$ cat src/rtl/cordic_pkg.sv
// rtl/cordic_pkg.sv - shared CORDIC constants (Q2.30), rescaling helper and FSM state type
package cordic_pkg;

  typedef enum logic [1:0] {S_IDLE, S_PRE, S_ROT, S_POST} state_t;

  localparam logic signed [63:0] K_Q30    = 64'sd652032874;
  localparam logic signed [63:0] PI_Q30   = 64'sd3373259426;
  localparam logic signed [63:0] PI_2_Q30 = 64'sd1686629713;

  // atan(2^-i) in Q2.30; beyond i=9 the value equals 2^-i to within half an LSB
  function automatic logic signed [63:0] atan_q30(input int i);
    case (i)
      0:       return 64'sd843314857;
      1:       return 64'sd497837829;
      2:       return 64'sd263043837;
      3:       return 64'sd133525159;
      4:       return 64'sd67021687;
      5:       return 64'sd33543516;
      6:       return 64'sd16775851;
      7:       return 64'sd8388437;
      8:       return 64'sd4194283;
      9:       return 64'sd2097149;
      default: return (i <= 30) ? (64'sd1 <<< (30 - i)) : 64'sd0;
    endcase
  endfunction

  function automatic logic signed [63:0] rescale_q30(input logic signed [63:0] v, input int fb);
    if (fb <= 30) return v >>> (30 - fb);
    return v <<< (fb - 30);
  endfunction

endpackage

$ cat src/rtl/cordic_stage.sv
// rtl/cordic_stage.sv - one combinational CORDIC micro-rotation, direction chosen by sign of z
module cordic_stage #(
  parameter int DW = 20
) (
  input  logic signed [DW-1:0] i_x,
  input  logic signed [DW-1:0] i_y,
  input  logic signed [DW-1:0] i_z,
  input  logic        [4:0]    i_shift,
  input  logic signed [DW-1:0] i_atan,
  output logic signed [DW-1:0] o_x,
  output logic signed [DW-1:0] o_y,
  output logic signed [DW-1:0] o_z
);

  logic signed [DW-1:0] w_xs;
  logic signed [DW-1:0] w_ys;
  logic                 w_pos;

  assign w_xs  = i_x >>> i_shift;
  assign w_ys  = i_y >>> i_shift;
  assign w_pos = ~i_z[DW-1];

  assign o_x = w_pos ? (i_x - w_ys)    : (i_x + w_ys);
  assign o_y = w_pos ? (i_y + w_xs)    : (i_y - w_xs);
  assign o_z = w_pos ? (i_z - i_atan)  : (i_z + i_atan);

endmodule

$ cat src/rtl/cordic_iter.sv
// rtl/cordic_iter.sv - iterative CORDIC sin/cos, one micro-rotation per clock
// Optional macro CORDIC_ROUND_EN: round half-up when dropping guard bits.
module cordic_iter
  import cordic_pkg::*;
#(
  parameter int W    = 16,
  parameter int FRAC = 13,
  parameter int ITER = 14,
  parameter int G    = 3
) (
  input  logic                clock,
  input  logic                reset,
  input  logic                start,
  input  logic signed [W-1:0] angle_in,
  output logic                ready_out,
  output logic signed [W-1:0] sin_out,
  output logic signed [W-1:0] cos_out
);

  localparam int DW = W + G + 1;
  localparam int FB = FRAC + G;

  localparam logic signed [DW-1:0] K_S    = DW'(rescale_q30(K_Q30, FB));
  localparam logic signed [DW-1:0] PI_S   = DW'(rescale_q30(PI_Q30, FB));
  localparam logic signed [DW-1:0] PI_2_S = DW'(rescale_q30(PI_2_Q30, FB));
  localparam logic signed [DW-1:0] SAT_HI = DW'((64'sd1 <<< (W - 1)) - 64'sd1);
  localparam logic signed [DW-1:0] SAT_LO = DW'(-(64'sd1 <<< (W - 1)));

  state_t               r_state;
  logic signed [W-1:0]  r_angle;
  logic signed [DW-1:0] r_x, r_y, r_z;
  logic        [4:0]    r_iter;
  logic                 r_neg;
  logic                 r_ready;
  logic signed [W-1:0]  r_sin, r_cos;

  logic signed [DW-1:0] w_a;
  logic signed [DW-1:0] w_x_nxt, w_y_nxt, w_z_nxt;
  logic signed [DW-1:0] w_x_drop, w_y_drop, w_cos_n, w_sin_n;
  logic signed [DW-1:0] w_atan_tab [32];

  for (genvar k = 0; k < 32; k++) begin : g_atan
    assign w_atan_tab[k] = DW'(rescale_q30(atan_q30(k), FB));
  end

  assign w_a = {{(G + 1){r_angle[W-1]}}, r_angle} <<< G;

  cordic_stage #(.DW(DW)) u_stage (
    .i_x    (r_x),
    .i_y    (r_y),
    .i_z    (r_z),
    .i_shift(r_iter),
    .i_atan (w_atan_tab[r_iter]),
    .o_x    (w_x_nxt),
    .o_y    (w_y_nxt),
    .o_z    (w_z_nxt)
  );

`ifdef CORDIC_ROUND_EN
  localparam logic signed [DW-1:0] RND = DW'(64'sd1 <<< (G - 1));
  assign w_x_drop = (r_x + RND) >>> G;
  assign w_y_drop = (r_y + RND) >>> G;
`else
  assign w_x_drop = r_x >>> G;
  assign w_y_drop = r_y >>> G;
`endif

  // Negate at full width so the most negative W-bit value cannot wrap
  assign w_cos_n = r_neg ? -w_x_drop : w_x_drop;
  assign w_sin_n = r_neg ? -w_y_drop : w_y_drop;

  function automatic logic signed [W-1:0] sat(input logic signed [DW-1:0] v);
    if (v > SAT_HI) return SAT_HI[W-1:0];
    if (v < SAT_LO) return SAT_LO[W-1:0];
    return v[W-1:0];
  endfunction

  always_ff @(posedge clock) begin
    if (reset) begin
      r_state <= S_IDLE;
      r_angle <= '0;
      r_x     <= '0;
      r_y     <= '0;
      r_z     <= '0;
      r_iter  <= '0;
      r_neg   <= 1'b0;
      r_ready <= 1'b0;
      r_sin   <= '0;
      r_cos   <= '0;
    end else begin
      case (r_state)
        S_IDLE: begin
          if (start) begin
            r_angle <= angle_in;
            r_ready <= 1'b0;
            r_state <= S_PRE;
          end
        end
        S_PRE: begin
          if (w_a > PI_2_S) begin
            r_z   <= w_a - PI_S;
            r_neg <= 1'b1;
          end else if (w_a < -PI_2_S) begin
            r_z   <= w_a + PI_S;
            r_neg <= 1'b1;
          end else begin
            r_z   <= w_a;
            r_neg <= 1'b0;
          end
          r_x     <= K_S;
          r_y     <= '0;
          r_iter  <= '0;
          r_state <= S_ROT;
        end
        S_ROT: begin
          r_x    <= w_x_nxt;
          r_y    <= w_y_nxt;
          r_z    <= w_z_nxt;
          r_iter <= r_iter + 5'd1;
          if (r_iter == 5'(ITER - 1)) r_state <= S_POST;
        end
        S_POST: begin
          r_sin   <= sat(w_sin_n);
          r_cos   <= sat(w_cos_n);
          r_ready <= 1'b1;
          r_state <= S_IDLE;
        end
        default: r_state <= S_IDLE;
      endcase
    end
  end

  assign ready_out = r_ready;
  assign sin_out   = r_sin;
  assign cos_out   = r_cos;

endmodule

$ cat config.mk
export PLATFORM = sky130hd
export DESIGN_NAME = cordic_iter
export DESIGN_NICKNAME = d
export VERILOG_FILES = /design/src/rtl/cordic_pkg.sv /design/src/rtl/cordic_stage.sv /design/src/rtl/cordic_iter.sv
export SDC_FILE = /design/constraint.sdc
export NUM_CORES = 1
export LEC_CHECK = 0
export ABC_AREA = 1
export CAP_MARGIN = 20
export CORE_ASPECT_RATIO = 0.5
export CORE_MARGIN = 1
export CORE_UTILIZATION = 57
export DETAILED_ROUTE_END_ITERATION = 8
export PLACE_DENSITY = 0.79
export SLEW_MARGIN = 20
export SYNTH_ARGS = -nofsm -noshare
export SYNTH_HDL_FRONTEND = slang
export SYNTH_SLANG_ARGS = --single-unit
export TNS_END_PERCENT = 100
$ cat constraint.sdc
create_clock -name clock -period 3.9 [get_ports clock]
set_input_delay 0.78 -clock clock [delete_from_list [all_inputs] [get_ports clock]]
set_output_delay 0.78 -clock clock [all_outputs]
set_load 0.1 [all_outputs]
# Word-level counts from Yosys, hierarchy flattened
# Memory sizes are Yosys's and may differ from the RTL's.
# Cells that the tools add are included.
# totals
output_inout_bits,33
reg_bits,117
input_bits,19
latchBits,0
mem_bits_ro,640
mem_count,1
ram_bits,0
# classes
order_cmp,7
muxes,42
n_shift,2
eq_ne,6
bitwise_logic,1
reduce_logical,6
n_div,0
n_addsub,11
multipliers,0
# mem_list
memory,words,width,rd,rd_ports_with_merged_regs,write_ports,line_no,source
(no name shown),32,20,1,0,0,cordic_iter.sv:53,".i_atan (w_atan_tab[r_iter]),"
# ops
operator,n
2-to-1 mux 20 bit,9
2-to-1 mux 16 bit,8
case mux 20 bit (2 select lines),3
adder 20 bit,3
subtractor 20 bit,3
> comparator 20 x 16 -> 1 bit (second input constant),2
< comparator 20 x 16 -> 1 bit (second input constant),2
negator 17 -> 20 bit,2
>>> shifter 20 x 5 -> 20 bit,2
adder 19 x 19 -> 20 bit (second input constant),1
subtractor 19 x 19 -> 20 bit (second input constant),1
> comparator 19 x 18 -> 1 bit (second input constant),1
< comparator 19 x 18 -> 1 bit (second input constant),1
2-to-1 mux 1 bit,17
case mux 5 bit (2 select lines),1
case mux 2 bit (4 select lines),1
>= comparator 6 bit (second input constant),1
inverter 5 -> 6 bit,1
AND reduction 2 bit,3
adder 5 x 1 -> 5 bit (second input constant),1
== test 5 x 4 -> 1 bit (second input constant),1
== test 2 bit (second input constant),2
2-to-1 mux 2 bit,2
inequality test 2 bit (second input constant),2
4 further kinds,5

# Logic depth before layout (Yosys ltp)
# logic_depth
word_depth,11
depth_mapped,33

# Hierarchy
# From an unflattened synthesis, not the netlist that was laid out.
# hier_totals
hier_cells,2208
hier_area_um2,12966.2
# by_module_without_submodules
module,cells_per_inst,area_per_inst_um2,instances,seq_area_each_um2
cordic_iter,1063,6864.1,1,2342.2
cordic_stage,1145,6102.1,1,0.0

# Worst setup path after synthesis
# No wires, ideal clock.
# synth_path
path_type,flip-flop to flip-flop
startpoint,reg r_iter[0]
endpoint,reg r_y[19]
path_slack_ns,0.073
period_less_slack_ns,3.827
required_ns,3.766
path_stages_with_launch,29
path_buffers,1
arrival_ns,3.694
setup_ns,0.134
path_cell_list,dfxtp_1 inv_2 buf_2 nand2_1 nand3_1 nand3_1 nand3_1 nand2_1 nand2_1 a21oi_2 ha_1 inv_1 nor3_2 nand3_1 nand2_1 o21ai_1 nor2_2 o21ai_1 xnor2_1 ha_1 nand2_1 nor4_1 nand4_1 nand3_1 a21o_1 a21o_1 nand3_1 nand3_1 a21oi_1
# synth_between
elab_chain_len,4
# synth_lines
item,line_no,source
from (decl),cordic_iter.sv:32,logic [4:0] r_iter;
from (signal assigned),cordic_iter.sv:119,r_iter <= r_iter + 5'd1;
>>> shifter 20 x 5 -> 20 bit *,cordic_stage.sv:19,assign w_xs = i_x >>> i_shift;
adder 20 bit or subtractor 20 bit (tied branches),cordic_stage.sv:24,assign o_y = w_pos ? (i_y + w_xs) : (i_y - w_xs);
2-to-1 mux 20 bit *,cordic_stage.sv:24,
case mux 20 bit (2 select lines) *,cordic_iter.sv:91,case (r_state)
to (signal assigned),cordic_iter.sv:117,r_y <= w_y_nxt;
to (decl),cordic_iter.sv:31,"logic signed [DW-1:0] r_x, r_y, r_z;"
# Mark *: on every way between the ends. The rest lies on a longest branch, timed or not.
# A chain may end at the register's enable or synchronous reset.

# Worst setup path in the final report
# layout_path
startpoint,reg r_iter[1]
endpoint,reg r_z[18]
# layout_between
elab_chain_len,7
# layout_lines
item,line_no,source
inverter 5 -> 6 bit (implied by the code) *,cordic_iter.sv:53,
memory (32 x 20 bit) *,--,
2-to-1 mux 20 bit (implied by the code) * (2 in series),cordic_iter.sv:53,
subtractor 20 bit or adder 20 bit (tied branches),cordic_stage.sv:25,assign o_z = w_pos ? (i_z - i_atan) : (i_z + i_atan);
2-to-1 mux 20 bit *,cordic_stage.sv:25,
case mux 20 bit (2 select lines) *,cordic_iter.sv:91,
to (signal assigned),cordic_iter.sv:101,r_z <= w_a - PI_S;
to (signal assigned),cordic_iter.sv:104,r_z <= w_a + PI_S;
to (signal assigned),cordic_iter.sv:107,r_z <= w_a;
to (decl),cordic_iter.sv:31,
# Mark *: on every way between the ends. The rest lies on a longest branch, timed or not. The select of a mux whose other input is x is not followed.

==> results.yml <==
routing:
  via_count: 15034
  routed_wl_mm: 44.4
  drtIter0Drc: 1711
  dr.pass1.iters: 8
  via_per_inst: 5.95
  drc: 0
  postRouteAntennaNets: 0
  wl_per_cell_um: 17.6
cells_and_area:
  nets: 2343
  drive_gt1_share_pct: 26.5
  fillCellCount: 1495
  num_antenna_cells: 0
  syn_to_final_growth_pct: 35.8
  fin_util_pct: 79.4
die:
  initial_core_util_pct: 58.5
  core_um2: 20700
  row_count: 37
  die_h_um: 105
  die-area_um2: 21900
  io_pins: 52
  fp.dieW_um: 208
critical_path:
  cp_num_buf_inv: 8
  cp_top_family: "simple AND/OR/NAND/NOR gates"
  cpMaxStageDelayCell: "dfxtp_2"
  crit_fanout: 6
  required_ns: 4.26
  start_kind: "register"
  crit_start: "r_iter[1]"
  r2r-start: "r_iter[1]"
  arrival_ns: 4.45
  setup.worst_path.class: "reg -> reg"
  worst_path_largest_cell_delay_ns: 0.34
  critPathCaptureType: "register"
placement:
  place_hpwl_mm: 30.9
  gp_congestion: 1.00
  place_ws_ns: -0.254
  io_buffers: 51
sta:
  setup_viol: 20
  max_freq_ghz: 0.244
  setup_slack_ns: -0.190
  tightest_slew_ns: 1.06
  period_needed_ns: 4.09
  rsz0062_at_grt: "yes"
  finalMaxSlewViolations: 0
  min_period_over_period_pct: 105
  hold_violations: 0
  skew_ns: 0.00920
  max_slew_margin_pct: 29.0
synth:
  yosysTopAreaCellShare_pct: 19.3
  synth.most_common_cell: "nand2_1"
  postSynthCellCount: 1962
  synth_common_cells: "nand2_1, a21oi_1, nand3_1"
  synth_flop_cell: "dfxtp_1"
  seq_area_frac_synth_pct: 19.3
  ys_ff_latch: 117
  ys_warn_count: 0
  ys_types: 62
  async_flop_share_pct: 0
  syn-num-nets: 2065
  yosys-top-cells-area: "dfxtp_1, nand2_1, ha_1, a21oi_1, nand3_1"
  yosysTopAreaCell: "dfxtp_1"
  synth_edf_count: 0
  synth_area_per_cell_um2: 6.17
  synth_area_um2: 12100
power_and_ir_drop:
  p_seq_share_pct: 10.7
  switching_share_pct: 52.2
  ir_drop_v: 0.000729
  p_clk_share_pct: 10.2
  leakage_nw: 8.05
  cellInternalPower_mw: 8.45
  power_switching_mw: 9.24
  p_per_area_nw_per_um2: 1080
  comb_power_share_pct: 79.1
grt:
  grt-ovfl-total: 0
  grt_pass1_wl_mm: 66.6
  grt_pass1_vias: 13315
  grt_max_degree: 54
  antenna_found_initial: 0
  track_usage_pct: 38.1
clock_network:
  cts-buffers-inserted: 17
  cts_hold_buf: 0
  cts_buffer_depth: 2
  clk_pin_slew_ns: 0.06
  insertion_delay_ns: 0.45
  cts_num_sinks: 117
  htree_levels: 4
  root_buffer: "clkbuf_16"
  cts_tree: "done"
hold_path:
  hp-start: "r_y[0]"
  min_path_type: "reg -> reg"
outcome:
  violations: "setup timing"
  status: "complete, but fails checks"
run:
  drv_cap: 0
-- worst reg2reg max path: stages, from the launching register on --
cell,delay (ns)
dfxtp_2,0.34
buf_12,0.12
inv_6,0.06
clkbuf_16,0.16
buf_4,0.14
ha_1,0.17
inv_1,0.10
buf_4,0.13
o21ai_0,0.07
o211ai_1,0.13
nand2_1,0.13
nor2_4,0.16
nand3_2,0.11
nor2_2,0.15
nor2_2,0.10
xor2_2,0.19
ha_1,0.31
nand2_1,0.11
buf_4,0.14
inv_1,0.04
a21oi_1,0.30
nor4_2,0.08
nor2_1,0.16
nand3_1,0.11
xor2_1,0.22
nand2_1,0.11
a31oi_1,0.19
-- metrics by stage --
stage	instance area, um2	total power [mW]	std cells	TNS [ns]	hold slack [ns]
6_report	16400	17.7	2526	-1.46	0.487
3_5_place_dp	14600	13.4	2462	-3.14	0.480
3_3_place_gp	14600	13.3	2462	-1.58	0.466
5_1_grt	16400	18.9	2526	-7.15	0.537
2_1_floorplan	12100	9.24	1962	0	0.456
4_1_cts	15500	15.7	2506	-0.0713	0.490
-- cell families after synthesis --
kind of cell | synth area share [%]
simple gates | 33.2
buf+inv | 9.84
compound gates | 22.7
flops | 19.3
xor+xnor | 6.06
fa+ha+maj | 8.86
-- repair_timing --
item | 4_1_cts | 5_1_grt
cloned | 0 | 3
endpoints found under the setup margin | 27 | 36
resized for setup | 53 | 205
setup buffers | 12 | 18
pin swaps | 20 | 80
-- final cells by class --
cell class | instances | area [um2] | area share [%]
Timing Repair Buffer | 346 | 2910 | 17.7
Inverter | 197 | 749 | 4.56
Sequential cell | 117 | 2350 | 14.3
Clock inverter | 12 | 199 | 1.21
Clock buffer | 20 | 457 | 2.78
Tap cell | 273 | 342 | 2.08
Multi-Input combinational cell | 1561 | 9440 | 57.4
-- power by group through the flow --
stage	Sequential [mW]	Clock, mW	Combinational, mW
after global routing	1.91	1.86	15.1
final	1.89	1.81	14.0
after floorplan	2.20	0	7.03
after detailed placement	1.87	0	11.5
after CTS	1.85	1.81	12.0
after global placement	1.87	0	11.4
-- cells in the final DEF, fill, tap and decap left out, types with 20 or more instances in the layout --
| cell type | netlist | final |
|---|---|---|
| buf_4 | 12 | 274 |
| inv_1 | 175 | 169 |
| nor2_2 | 8 | 24 |
| ha_1 | 81 | 68 |
| nand2_1 | 480 | 436 |
| o21ai_0 | 146 | 115 |
| a21oi_2 | 6 | 34 |
| nand3_2 | 6 | 27 |
| clkbuf_16 | 0 | 20 |
| clkdlybuf4s50_1 | 0 | 50 |
| inv_2 | 18 | 23 |
| nand3_1 | 187 | 165 |
| nor2_1 | 163 | 136 |
| nand2_2 | 7 | 46 |
| o21ai_1 | 11 | 28 |
| xor2_1 | 59 | 56 |
| a21oi_1 | 188 | 159 |
| xnor2_1 | 23 | 23 |
| dfxtp_1 | 117 | 114 |
-- worst paths after layout --
path / to / slack, ns / cells after the start
hold reg to reg: r_y[0] / 0.49 / 2
setup reg to reg: r_z[18] / -0.19 / 26
hold / removal: r_y[0] / 0.49 / 2
setup / recovery: r_z[18] / -0.19 / 26
-- sequential cells by signal, indices dropped and copies added (netlist names) --
register	flops
cos_out	16
r_angle	16
r_iter	5
r_neg	1
r_state	2
r_x	20
r_y	20
r_z	20
ready_out	1
sin_out	16
-- per-layer routing --
metal | vias to the layer above | global-route usage, % | wire, um
li1 | 7196 | - | -
met1 | 6954 | 50.7 | 18500
met2 | 745 | 60.7 | 19800
met3 | 139 | 7.78 | 4560
met4 | 0 | 14.1 | 1420
met5 | - | 0 | 0
Note: power is estimated with default switching activity, not from simulation.
